===== src/rtl/spi_reg_master_if.sv =====
// Host-side request/response bundle of the SPI register-read master.
// The local controller uses the master modport; the SPI engine uses the slave modport.
interface spi_reg_master_if;
  logic       start;
  logic [7:0] start_addr;
  logic [3:0] count;
  logic       busy;
  logic [7:0] rd_data;
  logic [7:0] rd_addr;
  logic       rd_valid;
  logic       done;

  modport master (
    output start, start_addr, count,
    input  busy, rd_data, rd_addr, rd_valid, done
  );

  modport slave (
    input  start, start_addr, count,
    output busy, rd_data, rd_addr, rd_valid, done
  );
endinterface


===== src/rtl/spi_reg_master.sv =====
// SPI register-read master (Mode 0, MSB first). Each pair sends an address
// byte and receives a data byte under one continuous chip select; a burst
// walks consecutive addresses with 8-bit wraparound.
module spi_reg_master #(
  parameter int CLK_DIV = 5
) (
  input  logic              clk,
  input  logic              rst_n,
  spi_reg_master_if.slave   host,
  output logic              spi_sck,
  output logic              spi_mosi,
  input  logic              spi_miso,
  output logic              spi_cs_n
);

  localparam int            CW       = $clog2(CLK_DIV);
  localparam logic [CW-1:0] CNT_LAST = CW'(CLK_DIV - 1);

  typedef enum logic [2:0] {IDLE, SETUP, XFER, HOLD, GAP} state_t;

  state_t        state, state_nx;
  logic [CW-1:0] cnt, cnt_nx;
  logic          phase, phase_nx;       // 0 = SCK low half, 1 = SCK high half
  logic [3:0]    bit_idx, bit_idx_nx;   // 0..15 within one address/data pair
  logic [7:0]    addr, addr_nx;
  logic [3:0]    remain, remain_nx;     // pairs left including the current one
  logic [7:0]    tx_sh, tx_sh_nx;       // address shifter; empties to zero after 8 bits
  logic [7:0]    rx_sh, rx_sh_nx;
  logic          sck_nx, mosi_nx, cs_n_nx;
  logic          busy, busy_nx;
  logic          rd_valid, rd_valid_nx;
  logic          done, done_nx;
  logic [7:0]    rd_data, rd_data_nx;
  logic [7:0]    rd_addr, rd_addr_nx;
  logic [7:0]    addr_inc;

  assign addr_inc = addr + 8'd1;

  assign host.busy     = busy;
  assign host.rd_valid = rd_valid;
  assign host.done     = done;
  assign host.rd_data  = rd_data;
  assign host.rd_addr  = rd_addr;

  // State and output registers; every output comes straight from a flop.
  always_ff @(posedge clk or negedge rst_n) begin
    if (!rst_n) begin
      state    <= IDLE;
      cnt      <= '0;
      phase    <= 1'b0;
      bit_idx  <= 4'd0;
      addr     <= 8'h00;
      remain   <= 4'd0;
      tx_sh    <= 8'h00;
      rx_sh    <= 8'h00;
      spi_sck  <= 1'b0;
      spi_mosi <= 1'b0;
      spi_cs_n <= 1'b1;
      busy     <= 1'b0;
      rd_valid <= 1'b0;
      done     <= 1'b0;
      rd_data  <= 8'h00;
      rd_addr  <= 8'h00;
    end else begin
      state    <= state_nx;
      cnt      <= cnt_nx;
      phase    <= phase_nx;
      bit_idx  <= bit_idx_nx;
      addr     <= addr_nx;
      remain   <= remain_nx;
      tx_sh    <= tx_sh_nx;
      rx_sh    <= rx_sh_nx;
      spi_sck  <= sck_nx;
      spi_mosi <= mosi_nx;
      spi_cs_n <= cs_n_nx;
      busy     <= busy_nx;
      rd_valid <= rd_valid_nx;
      done     <= done_nx;
      rd_data  <= rd_data_nx;
      rd_addr  <= rd_addr_nx;
    end
  end

  // Next-state and next-output logic; strobes default low, everything else holds.
  always_comb begin
    state_nx    = state;
    cnt_nx      = cnt;
    phase_nx    = phase;
    bit_idx_nx  = bit_idx;
    addr_nx     = addr;
    remain_nx   = remain;
    tx_sh_nx    = tx_sh;
    rx_sh_nx    = rx_sh;
    sck_nx      = spi_sck;
    mosi_nx     = spi_mosi;
    cs_n_nx     = spi_cs_n;
    busy_nx     = busy;
    rd_valid_nx = 1'b0;
    done_nx     = 1'b0;
    rd_data_nx  = rd_data;
    rd_addr_nx  = rd_addr;

    unique case (state)
      IDLE: begin
        if (host.start) begin
          if (host.count != 4'd0) begin
            state_nx  = SETUP;
            cnt_nx    = '0;
            addr_nx   = host.start_addr;
            remain_nx = host.count;
            tx_sh_nx  = host.start_addr;
            mosi_nx   = host.start_addr[7];
            sck_nx    = 1'b0;
            cs_n_nx   = 1'b0;
            busy_nx   = 1'b1;
          end else begin
            // Empty burst: acknowledge without touching the bus.
            done_nx = 1'b1;
          end
        end
      end

      SETUP: begin
        if (cnt == CNT_LAST) begin
          state_nx   = XFER;
          cnt_nx     = '0;
          phase_nx   = 1'b0;
          bit_idx_nx = 4'd0;
        end else begin
          cnt_nx = cnt + 1'b1;
        end
      end

      XFER: begin
        if (cnt != CNT_LAST) begin
          cnt_nx = cnt + 1'b1;
        end else if (!phase) begin
          // Rising edge: the data half of the pair samples MISO here.
          cnt_nx   = '0;
          phase_nx = 1'b1;
          sck_nx   = 1'b1;
          if (bit_idx[3]) begin
            rx_sh_nx = {rx_sh[6:0], spi_miso};
          end
        end else begin
          // Falling edge: start of the next bit's low half, MOSI changes here.
          cnt_nx   = '0;
          phase_nx = 1'b0;
          sck_nx   = 1'b0;
          if (bit_idx == 4'd15) begin
            rd_valid_nx = 1'b1;
            rd_data_nx  = rx_sh;
            rd_addr_nx  = addr;
            if (remain > 4'd1) begin
              addr_nx    = addr_inc;
              remain_nx  = remain - 4'd1;
              bit_idx_nx = 4'd0;
              tx_sh_nx   = addr_inc;
              mosi_nx    = addr_inc[7];
            end else begin
              state_nx = HOLD;
              mosi_nx  = 1'b0;
            end
          end else begin
            bit_idx_nx = bit_idx + 4'd1;
            tx_sh_nx   = {tx_sh[6:0], 1'b0};
            mosi_nx    = tx_sh[6];
          end
        end
      end

      HOLD: begin
        if (cnt == CNT_LAST) begin
          state_nx = GAP;
          cnt_nx   = '0;
          cs_n_nx  = 1'b1;
          mosi_nx  = 1'b0;
        end else begin
          cnt_nx = cnt + 1'b1;
        end
      end

      GAP: begin
        if (cnt == CNT_LAST) begin
          state_nx = IDLE;
          cnt_nx   = '0;
          done_nx  = 1'b1;
          busy_nx  = 1'b0;
        end else begin
          cnt_nx = cnt + 1'b1;
        end
      end

      default: begin
        state_nx = IDLE;
      end
    endcase
  end

endmodule


===== src/flat_wrapper.sv =====
// flat-port wrapper written by rule: the top's interface ports become plain ports
module spi_reg_master_flat 
#(
  parameter int CLK_DIV = 5
)
  (clk, rst_n, spi_sck, spi_mosi, spi_miso, spi_cs_n, host_start, host_start_addr, host_count, host_busy, host_rd_data, host_rd_addr, host_rd_valid, host_done);
  spi_reg_master_if host_i ();
  input  logic clk;
  input  logic rst_n;
  output logic spi_sck;
  output logic spi_mosi;
  input  logic spi_miso;
  output logic spi_cs_n;
  input wire logic [$bits(host_i.start)-1:0] host_start;
  input wire logic [$bits(host_i.start_addr)-1:0] host_start_addr;
  input wire logic [$bits(host_i.count)-1:0] host_count;
  output wire logic [$bits(host_i.busy)-1:0] host_busy;
  output wire logic [$bits(host_i.rd_data)-1:0] host_rd_data;
  output wire logic [$bits(host_i.rd_addr)-1:0] host_rd_addr;
  output wire logic [$bits(host_i.rd_valid)-1:0] host_rd_valid;
  output wire logic [$bits(host_i.done)-1:0] host_done;
  assign host_i.start = host_start;
  assign host_i.start_addr = host_start_addr;
  assign host_i.count = host_count;
  assign host_busy = host_i.busy;
  assign host_rd_data = host_i.rd_data;
  assign host_rd_addr = host_i.rd_addr;
  assign host_rd_valid = host_i.rd_valid;
  assign host_done = host_i.done;
  spi_reg_master #(.CLK_DIV(CLK_DIV)) u_core (.clk(clk), .rst_n(rst_n), .host(host_i), .spi_sck(spi_sck), .spi_mosi(spi_mosi), .spi_miso(spi_miso), .spi_cs_n(spi_cs_n));
endmodule

===== config.mk =====
export PLATFORM = sky130hd
export DESIGN_NAME = spi_reg_master_flat
export DESIGN_NICKNAME = d
export VERILOG_FILES = /design/src/rtl/spi_reg_master_if.sv /design/src/rtl/spi_reg_master.sv /design/src/flat_wrapper.sv
export SDC_FILE = /design/constraint.sdc
export NUM_CORES = 1
export LEC_CHECK = 0
export CAP_MARGIN = 20
export CORE_MARGIN = 10
export CORE_UTILIZATION = 60
export DETAILED_ROUTE_END_ITERATION = 6
export PLACE_DENSITY_LB_ADDON = 0.2
export SLEW_MARGIN = 20
export SYNTH_ARGS = -nofsm -noshare
export SYNTH_HDL_FRONTEND = slang
export SYNTH_SLANG_ARGS = --single-unit

===== constraint.sdc =====
create_clock -name clk -period 5.55 [get_ports clk]
set_clock_uncertainty 0.2 [all_clocks]
set_input_delay 1.11 -clock clk [delete_from_list [all_inputs] [get_ports clk]]
set_output_delay 1.11 -clock clk [all_outputs]
set_load 0.03 [all_outputs]

# Yosys cells after proc, flatten, opt, wreduce, memory -nomap -nowiden
# Cells that the tools add are included.
# word_totals
register_bits,60
latchBits,0
ram_bits,0
mem_bits_ro,0
out_inout_bits,22
word_cells,128
n_memories,0
# classes
addsub,4
n_mul,0
div_mod_pow,0
magnitude_cmp,1
eq_ne,18
n_shift,0
n_mux,66
bitwise_logic,2
reduce_logical,21
# op_table
operator,count
8-bit two-way mux,6
4-bit two-way mux,11
3-bit two-way mux,13
1-bit two-way mux,21
7-bit two-way mux,3
4-bit AND reduction,5
4-bit case mux with 2 select lines,2
8-bit case mux with 2 select lines,1
3-bit case mux with 5 select lines,1
2-bit by 1-bit inequality test with 1-bit output (second input constant),7
7-bit case mux with 2 select lines,1
6-bit AND reduction,2
1-bit case mux with 2 select lines,5
3-bit case mux with 3 select lines,1
9-bit AND reduction,1
8-bit by 1-bit adder with 8-bit output (second input constant),1
2-bit nonzero test,4
7-bit AND reduction,1
3-bit by 2-bit == test with 1-bit output (second input constant),2
3-bit == test (second input constant),2
2-bit inequality test (second input constant),3
3-bit inequality test (second input constant),2
3-bit AND reduction,2
3-bit nonzero test,2
other kinds (12),13

# Logic depth before layout (Yosys ltp)
# Gate-level depths: netlist of run 1.
# logic_depth
word_depth,6
mapped_depth,9
mapped_depth_nobuf,7

# Worst setup path before layout of run 1
# OpenSTA, ideal clock, no wires.
# synth_path
path_type,input -> register
startpoint,input host_count[0]
endpoint,register u_core.remain[0]
arrival_ns,2.324
path_slack_ns,2.902
stages,5
n_path_buf,1
path_cell_list,o41a_1 clkbuf_1 a21oi_2 nor3_1 a211o_1
# synth_between
elab_chain_len,3
# synth_lines
element,line,text
from (decl),flat_wrapper.sv:16,input wire logic [$bits(host_i.count)-1:0] host_count;
4-bit nonzero test / 4-bit two-way mux (equally long branches),spi_reg_master.sv:106,if (host.count != 4'd0) begin
2-bit by 1-bit inequality test with 1-bit output (no line) / 4-bit two-way mux (equally long branches),-,
7-bit AND reduction (no line) / 4-bit case mux with 2 select lines (equally long branches),-,
to (signal assigned),spi_reg_master.sv:70,remain <= remain_nx;
to (decl),spi_reg_master.sv:26,"logic [3:0] remain, remain_nx;"
# Several ways; a longest one is shown, not always the timed one. The select of a mux whose other input is x is not followed.
# A chain may end at the register's enable or synchronous reset.

# Final worst setup path of run 1
# layout_path
startpoint,input host_count[1]
endpoint,register u_core.tx_sh[1]
# layout_between
elab_chain_len,3
# layout_lines
element,line,text
4-bit nonzero test,spi_reg_master.sv:106,
2-bit by 1-bit inequality test with 1-bit output (no line),-,
6-bit AND reduction (no line),-,
to (signal assigned),spi_reg_master.sv:71,tx_sh <= tx_sh_nx;
to (decl),spi_reg_master.sv:27,"logic [7:0] tx_sh, tx_sh_nx;"
# Every way passes these cells.

==> impl_metrics.ini, run 1 <==
[outcome]
status = finished clean

[worst_setup_path]
cp_max_fo = 12
startpoint = host_count[1]
reg2reg_depth = 5
path_class = in2reg
setup.worst_path.end_class = flip-flop
cp.arrival_ps = 3230
regToRegSetupSlack_ps = 2690
start_kind = primary input
rr_startpoint = u_core.state[1]$_DFFE_PN0P_
r2r_end = u_core.remain[0]$_DFFE_PN0P_
cp-endpoint = u_core.tx_sh[1]$_DFFE_PN0P_
cp_data_required_time_ps = 5580

[sta]
max_slew.worst_pin.slew_ps = 881
timing.final.ws_setup_ps = 2350
post-route-period-util_pct = 57.7
rsz0062_at_grt = false
min_period_ps = 3200
clock.fmax_ghz = 0.312
hold_violations = 0
maxSlewHeadroom_pct = 41.2
setup_viol = 0
timing.hold.ws_ps = 307
final_max_slew_viol_count = 0
tns_ps = 0

[hold_path]
min_path_type = reg2reg
whs_path_depth = 1

[clock_network]
cts_inserted_buffers = 9
cts.repair.resized = 0
clock_sinks = 60
cts.htree.levels = 3
cts_setup_buffers = 0
clockRootBuffer = clkbuf_8
clock_tree.buffer_depth = 2
clock_latency_ps = 340
cts_hold_buf = 0
clk_pin_slew_worst_paths_ps = 70
cts_tree = yes

[die]
initial_core_util_pct = 63.2
die_h_um = 91.5
rows = 25
die_x_um = 91.5
fp.coreArea_um2 = 4850
ios = 38
dieArea_um2 = 8360

[placement]
dp.cells = 391
place_ws_ps = 2020
gp_congestion = 0.844
io_buffers = 37
hpwl_um = 4620

[logic_synthesis]
yosys_warnings = 0
synth_ff_type = dfrtp_1
syn_area_um2 = 3060
netlist.area_leader.share_pct = 48.2
synth_common_cells = 59 x dfrtp_1, 32 x nor2_1, 28 x o21ai_0, 25 x mux2_2, 25 x nand2_1
ys_ff_latch = 60
syn-num-nets = 325
synth_top_area_cell = dfrtp_1
async_reset_ff_share_pct = 100
synth.most_common_cell = dfrtp_1
synth_area_per_cell_um2 = 10.1
ys_types = 51
synth_edf_count = 0
yosys-top-cells-area = dfrtp_1 48%, mux2_2 9.2%, o21ai_0 4.6%
syn_inst = 303
yosysSeqAreaShare_pct = 49.1

[layout]
syn2layout_area_growth_pct = 18.6
antennaDiodeCount = 0
final_core_util_pct = 74.9
post_route_cells_drive_above_1_share_pct = 17.4
multi_input_area_um2 = 1440
nFillCells = 358
finalNonFillerCells = 407
seqCellArea_um2 = 1500
nNetsFinal = 357

[routing]
wl_per_cell_um = 16.7
drtIter0Drc = 221
drc = 0
first_pass_iters = 4
vias = 2412
viasPerCell = 5.93
routed_wirelength_um = 6800
ant_nets = 0

[grt]
first_global_vias = 2399
grtUsageTotal_pct = 17.0
grt_max_degree = 61
antenna_found_initial = 0
overflow = 0
grt_pass1_wl_um = 11600

[power]
ir_drop_mv = 0.374
p_per_area_nw_per_um2 = 430
cellLeakagePower_nw = 1.60

[flow_run]
cap_violations = 0
placed cells by master (no fill, tap or decap), types with 11 or more instances in the layout:
cell	instances
a21oi_1	12
clkbuf_8	11
clkdlybuf4s50_1	36
dfrtp_1	59
mux2_2	25
nand2_1	25
nand3_1	13
nor2_1	32
o21ai_0	28
state kept, by name (all words and copies together) (netlist names), 3 cells and up:
register and count:
u_core.rx_sh 8, u_core.host.rd_addr 8, u_core.addr 8, u_core.tx_sh 7, u_core.cnt 3, u_core.state 3, u_core.host.rd_data 8, u_core.bit_idx 4
u_core.remain 4
worst max-delay path, stage by stage:
cell and delay [ps]:
clkdlybuf4s50_1 500, o41a_1 380, nand2_1 280, a2bb2oi_2 550, mux2_2 400
cell type report:
cell class | count | share of cell area (%)
multi-input combinational | 218 | 39.6
timing repair buffer | 39 | 10.5
clock buffer | 12 | 4.27
inverter | 7 | 0.723
clock inverter | 4 | 1.31
sequential | 60 | 41.4
tap | 67 | 2.31
power by group:
group          internal, W  switching, W
Sequential        0.000537      0.000134
Combinational     0.000210      0.000284
Clock             0.000230      0.000168
metrics by stage:
| stage | total power, W | cell area (µm²) |
|---|---|---|
| finish | 0.00156 | 3630 |
| floorplan | 0.00103 | 3060 |
| global route | 0.00167 | 3630 |
| detailed placement | 0.00116 | 3430 |
| CTS | 0.00156 | 3630 |
| global placement | 0.00114 | 3430 |
cells by family (layout without fill, tap and decap cells):
kind of cell               after synthesis  count (layout)  synth area share, %
AOI/OAI and AO/OA                       75              75                 16.5
and+or+nand+nor                        104             104                 16.5
DFF                                     60              60                 49.1
buffers and inverters                   25              62                 4.00
adders and majority gates                6               6                 2.45
xor gates and xnor gates                 7               7                 2.00
muxes                                   26              26                 9.52
how the worst min path moves through the flow:
| stage | startpoint | to | slack, ps |
|---|---|---|---|
| 3_3_place_gp | u_core.host.rd_addr[6]$_DFFE_PN0P_ | u_core.host.rd_addr[6]$_DFFE_PN0P_ | 290 |
| 4_1_cts | u_core.host.rd_data[6]$_DFFE_PN0P_ | u_core.host.rd_data[6]$_DFFE_PN0P_ | 310 |
| 5_1_grt | u_core.host.rd_addr[0]$_DFFE_PN0P_ | u_core.host.rd_addr[0]$_DFFE_PN0P_ | 330 |
| 3_5_place_dp | u_core.host.rd_data[6]$_DFFE_PN0P_ | u_core.host.rd_data[6]$_DFFE_PN0P_ | 300 |
| 6_report | u_core.host.rd_addr[0]$_DFFE_PN0P_ | u_core.host.rd_addr[0]$_DFFE_PN0P_ | 310 |
| 2_1_floorplan | u_core.tx_sh[0]$_DFFE_PN0P_ | u_core.tx_sh[0]$_DFFE_PN0P_ | 270 |
routing by layer:
layer  global-route usage [%]  vias to the layer above  share of wire (%)  wire (µm)
met5                        0                        -                  0          0
met4                     5.61                        0                1.1         78
met2                     27.2                       91                 48       3270
met3                     5.51                        7                7.5        510
li1                         -                     1159                  -          -
met1                     21.0                     1155                 43       2940
No activity file was read; power rests on OpenSTA's default activity.
==> inputs of run 2 (changes only) <==
CORE_UTILIZATION = 55   (was 60)
clock period = 3 ns   (was 5.55 ns; I/O delays follow)
==> impl_metrics.ini, run 2 (same netlist as run 1, synthesis figures left out) <==
[outcome]
status = finished clean

[power]
p_seq_share_pct = 39.4
clkPwrFrac_pct = 26.8
switching_share_pct = 36.7
p_per_area_nw_per_um2 = 807
ir_drop_mv = 0.463
switchingPower_w = 0.00111
comb_power_share_pct = 33.8
cellLeakagePower_nw = 1.67
p_int_w = 0.00192

[clock_network]
clock_latency_ps = 330
cts.repair.resized = 0
clock_tree.buffer_depth = 2
cts_tree = yes
clockRootBuffer = clkbuf_8
cts_hold_buf = 0
cts.htree.levels = 3
clk_pin_slew_worst_paths_ps = 70
cts_setup_buffers = 0
cts_inserted_buffers = 9
clock_sinks = 60

[routing]
vias = 2492
drc = 0
routed_wirelength_um = 7070
drtIter0Drc = 144
viasPerCell = 5.88
ant_nets = 0
wl_per_cell_um = 16.7
first_pass_iters = 5

[sta]
tns_ps = 0
final_max_slew_viol_count = 0
hold_violations = 0
clock.fmax_ghz = 0.398
setup_viol = 0
maxSlewHeadroom_pct = 62.1
max_slew.worst_pin.slew_ps = 569
rsz0062_at_grt = false
post-route-period-util_pct = 83.8
min_period_ps = 2510
timing.hold.ws_ps = 31.3

[worst_setup_path]
setup.worst_path.end_class = flip-flop
start_kind = flip-flop
slowest_delay_ps = 540
cp_max_fo = 16
path_cells = ha_1 -> and3_1 -> a31oi_1 -> o21ai_1 -> o21ai_0 -> o41ai_1
startpoint = u_core.bit_idx[1]$_DFFE_PN0P_
cp.arrival_ps = 2520
rr_startpoint = u_core.bit_idx[1]$_DFFE_PN0P_
reg2reg_depth = 6
cp_data_required_time_ps = 3010
cp_slowest_cell = and3_1
path_class = reg2reg

[placement]
hpwl_um = 5150
gp_congestion = 0.905
io_buffers = 37

[die]
die_x_um = 94.6
initial_core_util_pct = 56.3
fp.coreArea_um2 = 5440
dieArea_um2 = 8950
die_h_um = 94.6
rows = 27
ios = 38

[layout]
antennaDiodeCount = 0
post_route_cells_drive_above_1_share_pct = 20.5
mostFrequentLayoutCell = dfrtp_1
nNetsFinal = 369
syn2layout_area_growth_pct = 22.5
layout_common_cells = 59 x dfrtp_1, 36 x clkdlybuf4s50_1, 32 x nor2_1, 28 x o21ai_0

[grt]
first_global_vias = 2517
grtUsageTotal_pct = 16.9
grt_max_degree = 24
overflow = 0
grt_pass1_wl_um = 11900
antenna_found_initial = 0

[hold_path]
min_path_type = in2async

[flow_run]
cap_violations = 0
run 2: changes by cell type in the layout (fill, tap and decap cells not counted):
| cell | delta |
|---|---|
| buf_4 | +12 |
| clkinv_4 | +2 |
| bufinv_16 | +1 |
| clkbuf_1 | -1 |
| clkbuf_8 | -1 |
| clkinvlp_4 | -1 |
run 2: path summary, 6_finish.rpt:
path	end	slack [ps]
min in group clk	u_core.host.rd_data[4]$_DFFE_PN0P_	310
worst max register to register	u_core.bit_idx[3]$_DFFE_PN0P_	490
worst min register to register	u_core.host.rd_data[4]$_DFFE_PN0P_	310
max in group asynchronous	u_core.spi_cs_n$_DFFE_PN1P_	1840
worst min-delay path	u_core.addr[7]$_DFFE_PN0P_	30
worst max-delay path	u_core.bit_idx[3]$_DFFE_PN0P_	490
run 2: area by class of cell:
cell class	instances	area (µm²)
Fill cell	416	1690
Sequential cell	60	1500
Multi-Input combinational cell	218	1440
Timing Repair Buffer	51	470
Clock buffer	10	138
Tap cell	72	90.1
Clock inverter	6	87.6
Inverter	7	26.3
run 2: power by group through the flow:
stage	combinational [W]	clock, W	sequential, W
floorplan	0.000754	0	0.00115
global placement	0.000973	0	0.00119
detailed placement	0.00101	0	0.00120
CTS	0.00102	0.000823	0.00119
global route	0.00116	0.000867	0.00122
finish	0.00103	0.000811	0.00119
run 2: per-layer routing:
| layer | up-vias | part of all wire (%) | GRT usage (%) |
|---|---|---|---|
| met5 | - | 0 | 0 |
| met4 | 0 | 1.8 | 8.48 |
| met3 | 14 | 6.2 | 4.68 |
| met2 | 70 | 50 | 27.5 |
| met1 | 1225 | 42 | 20.1 |
| li1 | 1183 | - | - |
run 2: through the flow:
step           area (µm²)  power (W)  std cells  utilization [%]  setup slack (ps)
3_5_place_dp         3530    0.00221        408             64.8               206
5_1_grt              3750    0.00324        424             69.0               248
6_report             3750    0.00303        424             69.0               486
3_3_place_gp         3530    0.00217        408             64.8               224
4_1_cts              3750    0.00303        424             69.0               544
2_1_floorplan        3060    0.00191        303                -               782
run 2: critical path, delay by kind of cell, from the launching register on:
family | cells | cell delay (ps)
flops | 1 | 390
simple gates | 1 | 540
compound gates | 4 | 1030
fa+ha+maj | 1 | 220
